==> src/rtl/lcounter_inv_seq.sv <==
// lcounter_inv_seq: Spongent 8-bit round-counter generator that steps the LFSR backwards.
// Optional LCOUNTER_BIDIR_EN adds a dir_i port that selects forward stepping for a whole run.
//
// state | meaning
// IDLE  | waiting for start_i; outputs not valid
// RUN   | presenting one counter value per accepted handshake
module lcounter_inv_seq (
    input  logic        clk_i,
    input  logic        rst_i,
    input  logic        start_i,
    input  logic [7:0]  seed_i,
    input  logic [7:0]  rounds_i,
    input  logic        out_ready_i,
`ifdef LCOUNTER_BIDIR_EN
    input  logic        dir_i,
`endif
    output logic        busy_o,
    output logic        out_valid_o,
    output logic [15:0] lc_o,
    output logic [15:0] lc_rev_o,
    output logic [7:0]  final_state_o,
    output logic        done_o
);

    typedef enum logic {
        IDLE = 1'b0,
        RUN  = 1'b1
    } fsm_e;

    fsm_e       fsm_q, fsm_d;
    logic [7:0] lfsr_q, lfsr_d;
    logic [7:0] cnt_q, cnt_d;
    logic [7:0] final_q, final_d;
    logic       done_q, done_d;
    logic [7:0] step_nxt;

    function automatic logic [7:0] inv_step(input logic [7:0] c);
        return {c[0] ^ c[4] ^ c[3] ^ c[2], c[7:1]};
    endfunction

`ifdef LCOUNTER_BIDIR_EN
    logic dir_q, dir_d;

    function automatic logic [7:0] fwd_step(input logic [7:0] c);
        return {c[6:0], c[7] ^ c[3] ^ c[2] ^ c[1]};
    endfunction

    assign step_nxt = dir_q ? fwd_step(lfsr_q) : inv_step(lfsr_q);

    always_ff @(posedge clk_i) begin
        if (rst_i) dir_q <= 1'b0;
        else       dir_q <= dir_d;
    end
`else
    assign step_nxt = inv_step(lfsr_q);
`endif

    always_ff @(posedge clk_i) begin
        if (rst_i) begin
            fsm_q   <= IDLE;
            lfsr_q  <= 8'h00;
            cnt_q   <= 8'h00;
            final_q <= 8'h00;
            done_q  <= 1'b0;
        end else begin
            fsm_q   <= fsm_d;
            lfsr_q  <= lfsr_d;
            cnt_q   <= cnt_d;
            final_q <= final_d;
            done_q  <= done_d;
        end
    end

    always_comb begin
        fsm_d   = fsm_q;
        lfsr_d  = lfsr_q;
        cnt_d   = cnt_q;
        final_d = final_q;
        done_d  = 1'b0;
`ifdef LCOUNTER_BIDIR_EN
        dir_d   = dir_q;
`endif
        case (fsm_q)
            IDLE: begin
                if (start_i) begin
                    if (rounds_i != 8'h00) begin
                        lfsr_d = seed_i;
                        cnt_d  = rounds_i;
`ifdef LCOUNTER_BIDIR_EN
                        dir_d  = dir_i;
`endif
                        fsm_d  = RUN;
                    end else begin
                        final_d = seed_i;
                        done_d  = 1'b1;
                    end
                end
            end
            RUN: begin
                if (out_ready_i) begin
                    lfsr_d = step_nxt;
                    cnt_d  = cnt_q - 8'd1;
                    if (cnt_q == 8'd1) begin
                        fsm_d   = IDLE;
                        final_d = step_nxt;
                        done_d  = 1'b1;
                    end
                end
            end
            default: fsm_d = IDLE;
        endcase
    end

    assign out_valid_o   = (fsm_q == RUN);
    assign busy_o        = (fsm_q == RUN);
    assign lc_o          = {8'h00, lfsr_q};
    assign final_state_o = final_q;
    assign done_o        = done_q;

    // Pure wiring: state bit i lands on lc_rev bit 15-i.
    always_comb begin
        lc_rev_o = 16'h0000;
        for (int i = 0; i < 8; i++) begin
            lc_rev_o[15-i] = lfsr_q[i];
        end
    end

endmodule

==> config.mk <==
export PLATFORM = sky130hd
export DESIGN_NAME = lcounter_inv_seq
export DESIGN_NICKNAME = d
export VERILOG_FILES = /design/src/rtl/lcounter_inv_seq.sv
export SDC_FILE = /design/constraint.sdc
export NUM_CORES = 1
export LEC_CHECK = 0
export ABC_AREA = 0
export CAP_MARGIN = 5
export CORE_MARGIN = 5
export CORE_UTILIZATION = 39
export CTS_CLUSTER_SIZE = 30
export DETAILED_ROUTE_END_ITERATION = 8
export PLACE_DENSITY = 0.85
export SETUP_SLACK_MARGIN = 0.02
export SYNTH_ARGS = -nofsm -noshare
export SYNTH_HDL_FRONTEND = slang
export SYNTH_SLANG_ARGS = --single-unit
export TNS_END_PERCENT = 5
==> constraint.sdc <==
create_clock -name clk_i -period 2 [get_ports clk_i]
set_input_delay 0.6 -clock clk_i [delete_from_list [all_inputs] [get_ports clk_i]]
set_output_delay 0.6 -clock clk_i [all_outputs]
set_load 0.005 [all_outputs]
# After elaboration in Yosys (flattened, before gate mapping)
# Index checks and enable logic that the tools add are counted.
# W data, S select, Z words.
word_totals:
  register_bits: 26
  input_bits: 20
  output_inout_bits: 43
  elab_cells: 42
op_classes:
  n_addsub: 1
  n_eq_ne: 6
  muxes: 23
  bitwise_logic: 4
  reduce_logical: 3
ops:
  columns: ["op", "n"]
  rows:
  - ["$mux W8", 10]
  - ["$pmux W8 S2", 3]
  - ["$eq A8 B1 Y1 const B", 1]
  - ["$mux W1", 8]
  - ["$ne A2 B2 Y1 const B", 4]
  - ["$reduce_bool A8 Y1", 1]
  - ["$sub A8 B1 Y8 const B", 1]
  - ["$pmux W1 S2", 2]
  - ["$reduce_and A4 Y1", 1]
  - ["$reduce_and A3 Y1", 1]
  - ["$xor A1 B1 Y1", 3]
  - ["$ne A2 B1 Y1 const B", 1]
  - ["$not A1 Y1", 1]

# Depth between registers and ports, before layout
# Gate-level depths: netlist of the first run.
depth:
  word_depth: 6
  ltp_mapped: 7
  depth_no_buf: 6

# Least setup slack after synthesis of the first run
# OpenSTA, ideal clock, no wires.
synth_path:
  path_kind: "in2reg"
  from: "input port rounds_i[2]"
  to: "register cnt_q[3]"
  setup_time_ps: 92
  t_arrival_ps: 1856
  required_ps: 1908
  path_slack_ps: 52
  stages: 5
  n_path_buf: 1
  cell_sequence: "or4_1 > o21ai_1 > buf_2 > a22oi_1 > o32ai_1"
synth_between:
  elab_chain_len: 3
synth_rtl:
  columns: ["item", "line", "text"]
  rows:
  - ["start, declared", "12", "input logic [7:0] rounds_i,"]
  - ["$reduce_bool A8 Y1", "86", "if (rounds_i != 8'h00) begin"]
  - ["$ne A2 B2 Y1 (no source line)", null, null]
  - ["$reduce_and A3 Y1 (no source line)", null, null]
  - ["end signal, assigned", "68", "cnt_q <= cnt_d;"]
  - ["end, declared", "32", "logic [7:0] cnt_q, cnt_d;"]
# No other way between the ends.
# A chain may end at the register's enable or synchronous reset.

# Final worst setup path of the first run
layout_path:
  from: "input port rounds_i[5]"
  to: "register final_q[0] (netlist: final_state_o[0])"
layout_between:
  elab_chain_len: 3
layout_rtl:
  columns: ["item", "line", "text"]
  rows:
  - ["$reduce_bool A8 Y1", "86", null]
  - ["$ne A2 B2 Y1 (no source line)", null, null]
  - ["$reduce_and A4 Y1 (no source line)", null, null]
  - ["end signal, assigned", "69", "final_q <= final_d;"]
  - ["end, declared", "33", "logic [7:0] final_q, final_d;"]
# No other way between the ends.

==> results of run 1 <==
==> registers in the layout (all words and copies together) (netlist names) <==
name           cells
lfsr_q             8
done_o             1
busy_o             1
final_state_o      8
cnt_q              8
==> Yosys cell counts (2+ instances only) <==
| cell | number | area share (%) |
|---|---|---|
| nor2b_1 | 2 | 0.79 |
| a22oi_1 | 3 | 1.4 |
| a211oi_1 | 2 | 0.94 |
| dfxtp_1 | 26 | 33 |
| nor4_1 | 3 | 1.2 |
| a32o_1 | 2 | 1.3 |
| o32ai_1 | 3 | 1.7 |
| xor2_1 | 2 | 1.1 |
| clkbuf_1 | 9 | 2.1 |
| nor2_1 | 3 | 0.71 |
| o21ai_0 | 5 | 1.6 |
| xnor2_1 | 2 | 1.1 |
| o221ai_1 | 2 | 1.1 |
| buf_4 | 25 | 12 |
| a221oi_1 | 2 | 1.1 |
| nor3_1 | 29 | 9.1 |
| nand2_1 | 6 | 1.4 |
| nand2b_1 | 2 | 0.79 |
| nand3_1 | 5 | 1.6 |
| or4_1 | 2 | 0.94 |
| a21oi_1 | 21 | 6.6 |
| mux2_2 | 7 | 5.0 |
| ha_1 | 2 | 1.6 |
| or4_4 | 2 | 1.4 |
| inv_1 | 7 | 1.7 |
==> worst max-delay path, cell delays in order <==
cell and delay, ps:
dlygate4sd2_1 270, or4_4 530, buf_4 160, nor3_4 200, buf_6 150, nor3_1 50
nor3_1 150
==> power groups by stage <==
stage | logic [mW] | registers, mW | clock network [mW]
2_1_floorplan | 0.258 | 0.599 | 0
3_3_place_gp | 0.407 | 0.604 | 0
3_5_place_dp | 0.418 | 0.607 | 0
4_1_cts | 0.423 | 0.595 | 0.439
5_1_grt | 0.461 | 0.603 | 0.469
6_report | 0.429 | 0.596 | 0.433
==> how the worst max path moves through the flow <==
stage | from | end | cells after the start
finish | rounds_i[5] | final_state_o[0] | 7
global route | cnt_q[4] | final_state_o[5] | 4
CTS | rounds_i[6] | cnt_q[5] | 6
detailed placement | rounds_i[6] | final_state_o[5] | 7
global placement | rounds_i[2] | final_state_o[3] | 7
floorplan | rounds_i[2] | cnt_q[3] | 5
==> final cells by class <==
class | count | share of cell area (%)
well taps | 50 | 2.767
inverters | 7 | 1.162
repair buffers | 78 | 30.88
clock buffers | 3 | 1.826
clock inverters | 1 | 1.328
flip-flops and latches | 26 | 23.02
multi-input cells | 138 | 39.01
==> cells by family (layout without fill, tap and decap cells) <==
logic type      after synthesis  in the layout  synth area share (%)
simple gates                 62             62                 22.66
compound gates               47             47                 18.80
buf+inv                      44             89                 16.84
flops                        26             26                 32.73
mux                           7              7                 4.957
xor+xnor                      4              4                 2.203
fa+ha+maj                     2              2                 1.573
other cells                   1             16                0.2358
==> what timing repair did <==
action / 4_1_cts / 5_1_grt
setup endpoints to repair: 23 / 4
resized for setup: 15 / 0
pin swaps: 5 / 1
==> stage by stage <==
stage / cell area (µm²) / hold WS, ps / TNS, ps / worst slack, ps
detailed placement: 2168 / 478.1 / -9269 / -437.7
finish: 2261 / 480.0 / 0 / 84.31
CTS: 2261 / 490.8 / 0 / 80.14
floorplan: 1647 / 453.7 / 0 / 52.20
global placement: 2168 / 455.8 / -7797 / -363.6
global route: 2261 / 520.5 / 0 / 13.15
==> metal layers <==
| metal | global-route usage, % | routed length [µm] | share of wire, % | up-vias |
|---|---|---|---|---|
| met5 | 0 | 0 | 0 | - |
| met4 | 8.048 | 146 | 3.2 | 0 |
| met3 | 1.915 | 436 | 9.4 | 16 |
| met2 | 27.07 | 2218 | 48 | 109 |
| met1 | 22.80 | 1818 | 39 | 760 |
| li1 | - | - | - | 782 |
==> impl_metrics.toml, run 1 <==
[status]
status = "finished clean"

[finish]
final_cells = 303
multiInputGateArea_um2 = 882.1
syn2layout_area_growth_pct = 42.17
fillCellCount = 361
final_cell_mix = "clkdlybuf4s50_1, buf_4, nor3_1"
final_nets = 276
seqCellArea_um2 = 520.5
layout-drive-gt1-share_pct = 20.95
antenna_cells = 0
layout_commonest_cell = "clkdlybuf4s50_1"
fin_util_pct = 56.93

[cts]
cts_hold_buf = 0
clk_latency_ps = 270
ctsLongestPathBuffers = 2
path_clk_slew_ps = 90
numCtsBuffers = 3
root_buffer = "clkbuf_8"
cts_setup_buffers = 0
cts_max_level = 1
cts_sinks = 26
cts_tree = "yes"

[floorplan]
die_x_um = 73.86
io_pins = 63
core_mm2 = 0.003971
die_h_um = 73.86
dieArea_mm2 = 0.005455
rows = 23
start_util_pct = 40.04

[detailed_routing]
vias = 1667
routed_wl_mm = 4.619
avgViaCountPerCell = 5.502
drtIter0Drc = 133
dr.pass1.iters = 6
wl_per_cell_um = 15.24
postRouteAntennaNets = 0
drcViolationCount = 0

[global_routing]
gr-usage-all-layers_pct = 17.02
grt_pass1_vias = 1540
grt_pass1_wl_mm = 7.293
overflow = 0
grt_start_max_net_pins = 20
antenna_found_initial = 0

[pwr]
comb_power_share_pct = 29.4
power_frac_clock_pct = 29.7
powerDensity_mw_per_mm2 = 645.0
seqPwrFrac_pct = 40.9
total_power_mw = 1.458
leakagePower_nw = 0.9037
switching_share_pct = 28.07
p_int_mw = 1.049
power_switching_mw = 0.4094
ir_drop_mv = 0.3005

[timing]
final_hold_viol_count = 0
finalCriticalPeriod_ps = 1916
final-max-slew-violation-count = 0
period_share_pct = 95.78
max_freq_mhz = 522.0
finClkSkew_ps = 1.489
setup_violations = 0
rsz0062_at_grt = "true"

[placement]
dp.cells = 299
dp_hpwl_mm = 3.431
port_buffers = 46
gp_congestion = 0.8458

[critical_path]
reg2reg_to = "final_state_o[5]"
path_class = "in -> reg"
start_kind = "primary input"
setup.worst_path.end_class = "register"
reg2reg_depth = 4
reg2reg_from = "cnt_q[3]"
cp_max_fo = 7
regToRegSetupSlack_ps = 90
cp.arrival_ps = 2110
worstPathRequired_ps = 2200

[logic_synthesis]
synth_cell_type_count = 44
netlist_instances = 193
yosysWarnings = 0
syn-cell-area_mm2 = 0.001590
synth-seq-cells = 26
async_flop_share_pct = 0
synthFlopType = "dfxtp_1"
synth_edf_count = 0
synth.avg_cell_area_um2 = 8.240
ys_seq_area_share_pct = 32.73

[min_path]
hold_path_end = "final_state_o[7]"
hp-start = "final_state_o[7]"
min_path_cells = 2
hp-class = "reg -> reg"

[flow_run]
maxCapViolations = 0
Note: power is estimated with default switching activity, not from simulation.
==> run 2, diff against run 1 <==
--- a/config.mk
+++ b/config.mk
@@ -13,6 +13,7 @@
 export DETAILED_ROUTE_END_ITERATION = 8
 export PLACE_DENSITY = 0.85
 export SETUP_SLACK_MARGIN = 0.02
+export SLEW_MARGIN = 10
 export SYNTH_ARGS = -nofsm -noshare
 export SYNTH_HDL_FRONTEND = slang
 export SYNTH_SLANG_ARGS = --single-unit
==> results of run 2 <==
Final layout, timing and power as in run 1 (identical DEF).
==> run 3, diff against run 2 <==
--- a/config.mk
+++ b/config.mk
@@ -8,10 +8,10 @@
 export ABC_AREA = 0
 export CAP_MARGIN = 5
 export CORE_MARGIN = 5
-export CORE_UTILIZATION = 39
+export CORE_UTILIZATION = 47
 export CTS_CLUSTER_SIZE = 30
 export DETAILED_ROUTE_END_ITERATION = 8
-export PLACE_DENSITY = 0.85
+export PLACE_DENSITY = 0.95
 export SETUP_SLACK_MARGIN = 0.02
 export SLEW_MARGIN = 10
 export SYNTH_ARGS = -nofsm -noshare
==> constraint.sdc (replaced) <==
create_clock -name clk_i -period 2.3 [get_ports clk_i]
set_input_delay 0.69 -clock clk_i [delete_from_list [all_inputs] [get_ports clk_i]]
set_output_delay 0.69 -clock clk_i [all_outputs]
set_load 0.005 [all_outputs]
==> impl_metrics.toml, run 3 (synthesis gave the netlist of run 1 again) <==
[cts]
numCtsBuffers = 3
cts_sinks = 26
clk_latency_ps = 320
cts_max_level = 1
cts_hold_buf = 0
post_cts_resized = 0
cts_setup_buffers = 0
root_buffer = "clkbuf_4"
path_clk_slew_ps = 140
cts_tree = "yes"
ctsLongestPathBuffers = 2

[finish]
final_nets = 269
layout-drive-gt1-share_pct = 17.07
final_cell_mix = "clkdlybuf4s50_1, nor3_1, dfxtp_1"
layout_commonest_cell = "clkdlybuf4s50_1"
antenna_cells = 0
syn2layout_area_growth_pct = 36.03

[global_routing]
grt_pass1_wl_mm = 6.630
overflow = 0
grt_start_max_net_pins = 26
gr-usage-all-layers_pct = 18.65
antenna_found_initial = 0
grt_pass1_vias = 1435

[critical_path]
critPathMaxStageDelay_ps = 580
cp_cell_sequence = "clkdlybuf4s50_1 -> or4_1 -> o21ai_1 -> buf_4 -> buf_4 -> a21oi_1 -> nor3_1"
cp.arrival_ps = 2490
start_kind = "primary input"
worst_path_max_delay_cell = "or4_1"
path_class = "in -> reg"
setup.worst_path.end_class = "register"
crit_top_cell = "buf_4"
worstPathRequired_ps = 2540
cp_max_fo = 8

[timing]
rsz0062_at_grt = "false"
final-max-slew-violation-count = 0
final_hold_viol_count = 0
period_share_pct = 97.95
finalCriticalPeriod_ps = 2253
setup_violations = 0
finClkSkew_ps = 9.775
finalSetupTns_ps = 0
max_freq_mhz = 443.9

[pwr]
power_switching_mw = 0.3379
seqPwrFrac_pct = 43.4
switching_share_pct = 28.43
powerDensity_mw_per_mm2 = 549.5
power_frac_clock_pct = 26.2
leakagePower_nw = 0.8323
p_int_mw = 0.8509
ir_drop_mv = 0.3544
total_power_mw = 1.189
comb_power_share_pct = 30.3

[detailed_routing]
drtIter0Drc = 208
postRouteAntennaNets = 0
dr.pass1.iters = 6
vias = 1651
wl_per_cell_um = 14.78
routed_wl_mm = 4.315
drcViolationCount = 0
avgViaCountPerCell = 5.654

[floorplan]
start_util_pct = 48.03
die_h_um = 68.17
die_x_um = 68.17
dieArea_mm2 = 0.004647
core_mm2 = 0.003311
rows = 21
io_pins = 63

[placement]
gp_congestion = 0.8762
port_buffers = 46
dp_hpwl_mm = 3.331

[flow_run]
maxCapViolations = 0

[status]
status = "finished clean"

[min_path]
hp-class = "reg -> reg"
[run 3: cell count changes in the layout (fill, tap and decap cells not counted), moves of 2 or more]
| cell | previous run | this run |
|---|---|---|
| clkbuf_8 | 3 | 0 |
| buf_4 | 30 | 25 |
| clkbuf_4 | 0 | 3 |
| clkdlybuf4s50_1 | 38 | 46 |
| buf_6 | 2 | 0 |
| or4_4 | 4 | 2 |
| or4_1 | 0 | 2 |
| dlygate4sd2_1 | 8 | 0 |
[run 3: worst max-delay path, delay by kind of cell]
kind	cells	cell delay, ps
simple gates	2	790
buf+inv	3	770
compound gates	2	240
[run 3: worst paths after layout]
kind         depth (start not counted)                to  slack [ps]   startpoint
max reg2reg                          4  final_state_o[4]         400     cnt_q[3]
max                                  7         lfsr_q[0]          50  rounds_i[6]
min                                  2          cnt_q[6]         510     cnt_q[6]
min reg2reg                          2          cnt_q[6]         510     cnt_q[6]
[run 3: routing by layer]
layer	share of wire [%]	wire length, µm	vias up	GRT usage (%)
li1	-	-	773	-
met5	0	0	-	0
met3	7.0	301	12	2.135
met1	40	1717	774	24.88
met2	51	2189	92	29.96
met4	2.5	106	0	8.437
[run 3: area by class of cell]
type	instances	area (µm²)
clock inverters	1	30.03
clock buffers	3	22.52
repair buffers	71	648.1
fillers	269	1147
flip-flops and latches	26	520.5
well taps	46	57.56
inverters	7	26.28
multi-input cells	138	858.3
[run 3: per-stage QoR]
stage | utilization, % | worst slack, ps | std cells | cell area [µm²] | hold WS (ps)
floorplan | - | 262.2 | 208 | 1647 | 453.7
global placement | 63.76 | -122.8 | 288 | 2111 | 460.3
detailed placement | 63.76 | -214.0 | 288 | 2111 | 492.5
CTS | 65.34 | 85.22 | 292 | 2163 | 508.7
global route | 65.34 | 28.49 | 292 | 2163 | 542.0
finish | 65.34 | 47.16 | 292 | 2163 | 507.9
[run 3: power groups by stage]
stage / Combinational [mW] / Clock, mW / Sequential, mW
detailed placement: 0.352 / 0 / 0.526
finish: 0.360 / 0.312 / 0.516
CTS: 0.355 / 0.318 / 0.516
floorplan: 0.224 / 0 / 0.521
global placement: 0.342 / 0 / 0.524
global route: 0.390 / 0.340 / 0.522
